File: config.mk
export PLATFORM = sky130hd
export DESIGN_NAME = memaccess
export DESIGN_NICKNAME = d
export VERILOG_FILES = /design/src/rtl/memaccess.sv
export SDC_FILE = /design/constraint.sdc
export NUM_CORES = 1
export LEC_CHECK = 0
export BUFFER_PORTS_ARGS = -buffer_cell sky130_fd_sc_hd__buf_2
export CORE_ASPECT_RATIO = 1.5
export CORE_MARGIN = 8
export CORE_UTILIZATION = 45
export DETAILED_ROUTE_END_ITERATION = 8
export MAX_ROUTING_LAYER = met4
export PLACE_DENSITY_LB_ADDON = 0.05
export SETUP_SLACK_MARGIN = 0.4
export SYNTH_ARGS = -nofsm -noshare
export SYNTH_HDL_FRONTEND = slang
export SYNTH_SLANG_ARGS = --single-unit
File: constraint.sdc
create_clock -name clock -period 1.6 [get_ports clock]
set_input_delay 0.08 -clock clock [delete_from_list [all_inputs] [get_ports clock]]
set_output_delay 0.08 -clock clock [all_outputs]
set_load 0.005 [all_outputs]
File: src/rtl/memaccess.sv
// rtl/memaccess.sv - memory-access pipeline stage: M register, SRAM load/store control, A (writeback) register
module memaccess (
    input  logic        clock,
    input  logic        reset,
    input  logic        regwrite_E,
    input  logic [4:0]  writeRegE,
    input  logic        memread_E,
    input  logic        memwrite_E,
    input  logic [1:0]  memsize_E,
    input  logic        memsigned_E,
    input  logic [31:0] aluout_E,
    input  logic [31:0] writedata_E,
    output logic        data_sram_en,
    output logic [3:0]  data_sram_wen,
    output logic [31:0] data_sram_addr,
    output logic [31:0] data_sram_wdata,
    input  logic [31:0] data_sram_rdata,
    output logic        stall_M,
    output logic        addrerr_M,
    output logic        regwrite_A,
    output logic [4:0]  writeRegA,
    output logic [31:0] resultA
);

    typedef enum logic {
        IDLE     = 1'b0,
        LOADWAIT = 1'b1
    } state_t;

    state_t state, state_next;

    logic        regwrite_M;
    logic [4:0]  writeRegM;
    logic        memread_M;
    logic        memwrite_M;
    logic [1:0]  memsize_M;
    logic        memsigned_M;
    logic [31:0] aluout_M;
    logic [31:0] writedata_M;

    logic        misaligned;
    logic        is_load;
    logic        is_store;
    logic [3:0]  store_wen;
    logic [31:0] load_data;
    logic [7:0]  load_byte;
    logic [15:0] load_half;

    logic        a_load;
    logic        a_regwrite;
    logic [31:0] a_result;

    // M register: stalled loads keep their fields so LOADWAIT can still see them
    always_ff @(posedge clock or negedge reset) begin
        if (!reset) begin
            regwrite_M  <= 1'b0;
            writeRegM   <= 5'd0;
            memread_M   <= 1'b0;
            memwrite_M  <= 1'b0;
            memsize_M   <= 2'b00;
            memsigned_M <= 1'b0;
            aluout_M    <= 32'd0;
            writedata_M <= 32'd0;
        end else if (!stall_M) begin
            regwrite_M  <= regwrite_E;
            writeRegM   <= writeRegE;
            memread_M   <= memread_E;
            memwrite_M  <= memwrite_E;
            memsize_M   <= memsize_E;
            memsigned_M <= memsigned_E;
            aluout_M    <= aluout_E;
            writedata_M <= writedata_E;
        end
    end

    always_ff @(posedge clock or negedge reset) begin
        if (!reset) begin
            state <= IDLE;
        end else begin
            state <= state_next;
        end
    end

    always_ff @(posedge clock or negedge reset) begin
        if (!reset) begin
            regwrite_A <= 1'b0;
            writeRegA  <= 5'd0;
            resultA    <= 32'd0;
        end else if (a_load) begin
            regwrite_A <= a_regwrite;
            writeRegA  <= writeRegM;
            resultA    <= a_result;
        end
    end

    always_comb begin
        misaligned = 1'b0;
        case (memsize_M)
            2'b00:   misaligned = 1'b0;
            2'b01:   misaligned = aluout_M[0];
            default: misaligned = (aluout_M[1:0] != 2'b00);
        endcase
    end

    // a simultaneous read+write request is handled purely as a load
    assign is_load   = memread_M;
    assign is_store  = memwrite_M && !memread_M;
    assign addrerr_M = (memread_M || memwrite_M) && misaligned;

    assign data_sram_addr = aluout_M;

    always_comb begin
        store_wen       = 4'b0000;
        data_sram_wdata = writedata_M;
        case (memsize_M)
            2'b00: begin
                store_wen       = 4'b0001 << aluout_M[1:0];
                data_sram_wdata = {4{writedata_M[7:0]}};
            end
            2'b01: begin
                store_wen       = aluout_M[1] ? 4'b1100 : 4'b0011;
                data_sram_wdata = {2{writedata_M[15:0]}};
            end
            default: begin
                store_wen       = 4'b1111;
                data_sram_wdata = writedata_M;
            end
        endcase
    end

    always_comb begin
        load_byte = data_sram_rdata[7:0];
        case (aluout_M[1:0])
            2'b00: load_byte = data_sram_rdata[7:0];
            2'b01: load_byte = data_sram_rdata[15:8];
            2'b10: load_byte = data_sram_rdata[23:16];
            2'b11: load_byte = data_sram_rdata[31:24];
        endcase
        load_half = aluout_M[1] ? data_sram_rdata[31:16] : data_sram_rdata[15:0];
        case (memsize_M)
            2'b00:   load_data = {{24{memsigned_M & load_byte[7]}}, load_byte};
            2'b01:   load_data = {{16{memsigned_M & load_half[15]}}, load_half};
            default: load_data = data_sram_rdata;
        endcase
    end

    always_comb begin
        state_next    = state;
        data_sram_en  = 1'b0;
        data_sram_wen = 4'b0000;
        stall_M       = 1'b0;
        a_load        = 1'b1;
        a_regwrite    = regwrite_M;
        a_result      = aluout_M;
        case (state)
            IDLE: begin
                if (addrerr_M) begin
                    a_regwrite = 1'b0;
                end else if (is_load) begin
                    data_sram_en = 1'b1;
                    stall_M      = 1'b1;
                    a_load       = 1'b0;
                    state_next   = LOADWAIT;
                end else if (is_store) begin
                    data_sram_en  = 1'b1;
                    data_sram_wen = store_wen;
                end
            end
            LOADWAIT: begin
                a_result   = load_data;
                state_next = IDLE;
            end
            default: state_next = IDLE;
        endcase
    end

endmodule

==> results.toml <==
[route]
finalWirelength_um = 25000
via_per_inst = 5.703
first_pass_iters = 5
routed-via-count = 5903
final_antenna_net_count = 0
drc = 0
first_iter_violations = 296
wl_per_cell_um = 24.15

[clock_network]
cts_buffer_depth = 2
cts_max_level = 4
cts_tree = "built"
cts_root_buffer = "clkbuf_16"
worstSkewPairLatency_ns = 0.42
numCtsBuffers = 17
clock-sinks = 114
clk_transition_reported_paths_ns = 0.06

[logic_synthesis]
synth-adder-area-share = 0
ys_seq_area_frac = 0.5030
synth_top_cell_by_area = "dfrtp_1"
yosysUniqueCellTypes = 38
synth_top_family_by_area = "multiplexers"
yosys-top-cells-area = "dfrtp_1 (50%), mux2_2 (19%), mux2i_1 (5.1%)"
ys.flop_type = "dfrtp_1"
synthMuxAreaShare = 0.2424
ys_ff_latch = 114
synth_nets = 594
syn-cell-area_um2 = 5672
synth_top_area_frac = 0.5030
synth-simple-area-share = 0.06949
yosysWarnings = 0
syn_area_per_cell_um2 = 11.69
async_flop_share = 1.000
synthXorXnorAreaFrac = 0
synth_compound_area_frac = 0.1306
netlist_instances = 485
synth_edf_count = 0

[sta]
fmax_mhz = 465.5
drv_slew = 0
hold_viol_final = 0
timing.hold.ws_ns = 0.01173
skew_ns = 0.009010
worst_slew_pin_slew_ns = 0.5354
period_needed_ns = 2.148
fin_ws_ns = -0.5483
fin_setup_tns_ns = -38.08
slew_headroom = 0.6431
setup_viol = 144
rsz0062_at_grt = "yes"
finalCritPeriodShare = 1.343

[placement]
placed_area_um2 = 7116
gp_congestion = 0.9063
dp_hpwl_um = 13290
io_buffers = 217

[global_routing]
grt_overflow = 0
antenna_found_initial = 1
grt_pass1_wl_um = 34790
first_global_vias = 6374
grt_use_total = 0.2771
grt_max_degree = 82

[floorplanning]
die_h_um = 153.5
core_area_um2 = 12390
io_pins = 218
placementRows = 50
start_util = 0.4579
die_w_um = 107.7
dieArea_um2 = 16530

[pwr]
p_leak_nw = 5.051
ir_drop_v = 0.001278
power_density_nw_per_um2 = 2165

[setup_path]
path_max_fanout = 4
cp-end-kind = "primary output"
critPathBufInv = 1
required_ns = 1.52
path_cells = "nor2_4 -> a21oi_2 -> or4b_4 -> nor2_2 -> buf_2"
crit_slowest_cell = "or4b_4"
path_delay_family = "simple AND/OR/NAND/NOR gates"
worst_ep_arrival_time_ns = 2.07
cp-start-kind = "register"
crit_type = "reg -> out"
worst_path_largest_cell_delay_ns = 0.57

[cells_and_area]
fin_area_um2 = 10650
synthToLayoutAreaGrowth_pct = 87.69
n_fill_cell = 602
nets = 974
fin_util = 0.8594
drive_gt1_frac = 0.6333

[min_path]
hp-class = "in -> reg"

[outcome]
status = "complete, but fails checks"
violations = "negative setup slack"

[job]
max_cap_violations = 0
synth_stat cells, types with 2 or more instances:
cell type / number
a2bb2oi_1: 5
a31oi_1: 20
a32o_1: 2
dfrtp_1: 114
mux2_2: 95
nor3_2: 2
a22oi_1: 32
a22o_1: 2
o21ai_0: 16
nor2_1: 7
a21oi_1: 27
mux2i_1: 29
buf_4: 16
inv_1: 4
buf_2: 13
nor4_1: 4
nand2_1: 45
o22ai_1: 3
nand2b_1: 3
nor4bb_1: 5
nand3_1: 5
clkbuf_1: 12
a21o_1: 5
buf_6: 5
sequential cells by signal (all words and copies together), names as in the netlist, 2 cells and up:
name,flops
writedata_M,32
memsize_M,2
data_sram_addr,32
resultA,32
writeRegA,5
writeRegM,5
logic make-up (layout without fill, tap and decap cells):
group | Yosys count | in the layout
mux | 125 | 125
compound gates | 115 | 115
buf+inv | 52 | 445
simple gates | 79 | 79
flops | 114 | 114
other cells | 0 | 1
layout by cell type (no fill, tap or decap), drive strengths merged, types with 2 or more instances in the layout:
master       instances
a21oi               27
clkbuf              20
a22o                 2
a32o                 2
dfrtp              114
mux2                96
inv                  5
buf                330
a2bb2oi              5
dlygate4sd3         78
o22ai                3
nor3                 3
mux2i               29
nor4bb               5
clkinv               8
nor4                 4
nand3                5
a31oi               20
nor2                 8
a21o                 5
a22oi               32
nand2               45
clkinvlp             3
nand2b               3
o21ai               18
layout make-up:
cell class	count	area, um2	share of cell area
Multi-Input combinational cell	319	3542	0.3327
Timing Repair Buffer	408	3455	0.3245
Sequential cell	114	2858	0.2685
Clock buffer	20	466.7	0.04384
Tap cell	156	195.2	0.01834
Clock inverter	12	107.6	0.01011
Inverter	5	18.77	0.001763
Antenna cell	1	2.502	0.0002351
worst min-delay path: cells and delay by family:
kind	cells	cell delay, ns
buffers and inverters	1	0.08
AO/OA/AOI/OAI	2	0.23
metrics by stage:
step / std cells / power, mW / setup slack [ns]
global placement: 854 / 12.48 / -0.08278
floorplan: 485 / 9.778 / -0.02132
global route: 1035 / 23.93 / -0.5474
finish: 1035 / 23.04 / -0.5483
CTS: 1023 / 20.66 / -0.4011
detailed placement: 854 / 12.68 / -0.08719
worst paths after layout:
path	from	end	slack [ns]	cells after the start
hold / removal	data_sram_rdata[5]	resultA[5]	0.01	3
hold reg to reg	writeRegA[1]	writeRegA[1]	0.52	1
max in group asynchronous	reset	is_load	0.95	3
setup / recovery	memwrite_M	data_sram_wen[0]	-0.55	5
min in group asynchronous	reset	data_sram_addr[2]	0.21	3
setup reg to reg	memsize_M[1]	resultA[17]	-0.37	11
repair_timing:
action	in CTS	in global routing
gates resized for setup	193	100
pin swaps	38	25
cloned	15	0
setup endpoints to repair	146	147
endpoints found under the hold margin	191	0
buffers inserted	44	11
hold buffers	78	0
report_power, final:
part / leakage, nW / switching, mW / internal (mW) / total [mW]
clock network: 0.278 / 1.42 / 2.26 / 3.67
logic: 3.44 / 5.99 / 8.01 / 14.0
registers: 1.34 / 1.24 / 4.14 / 5.37
total: 5.05 / 8.64 / 14.4 / 23.0
metal layers:
metal | up-vias | wire length, um | global-route usage
li1 | 2552 | - | -
met4 | 0 | 1108 | 0.1394
met3 | 83 | 1752 | 0.05941
met5 | - | 0 | -
met1 | 2922 | 8744 | 0.2919
met2 | 346 | 13390 | 0.4740
(Power assumes the default switching activity.)
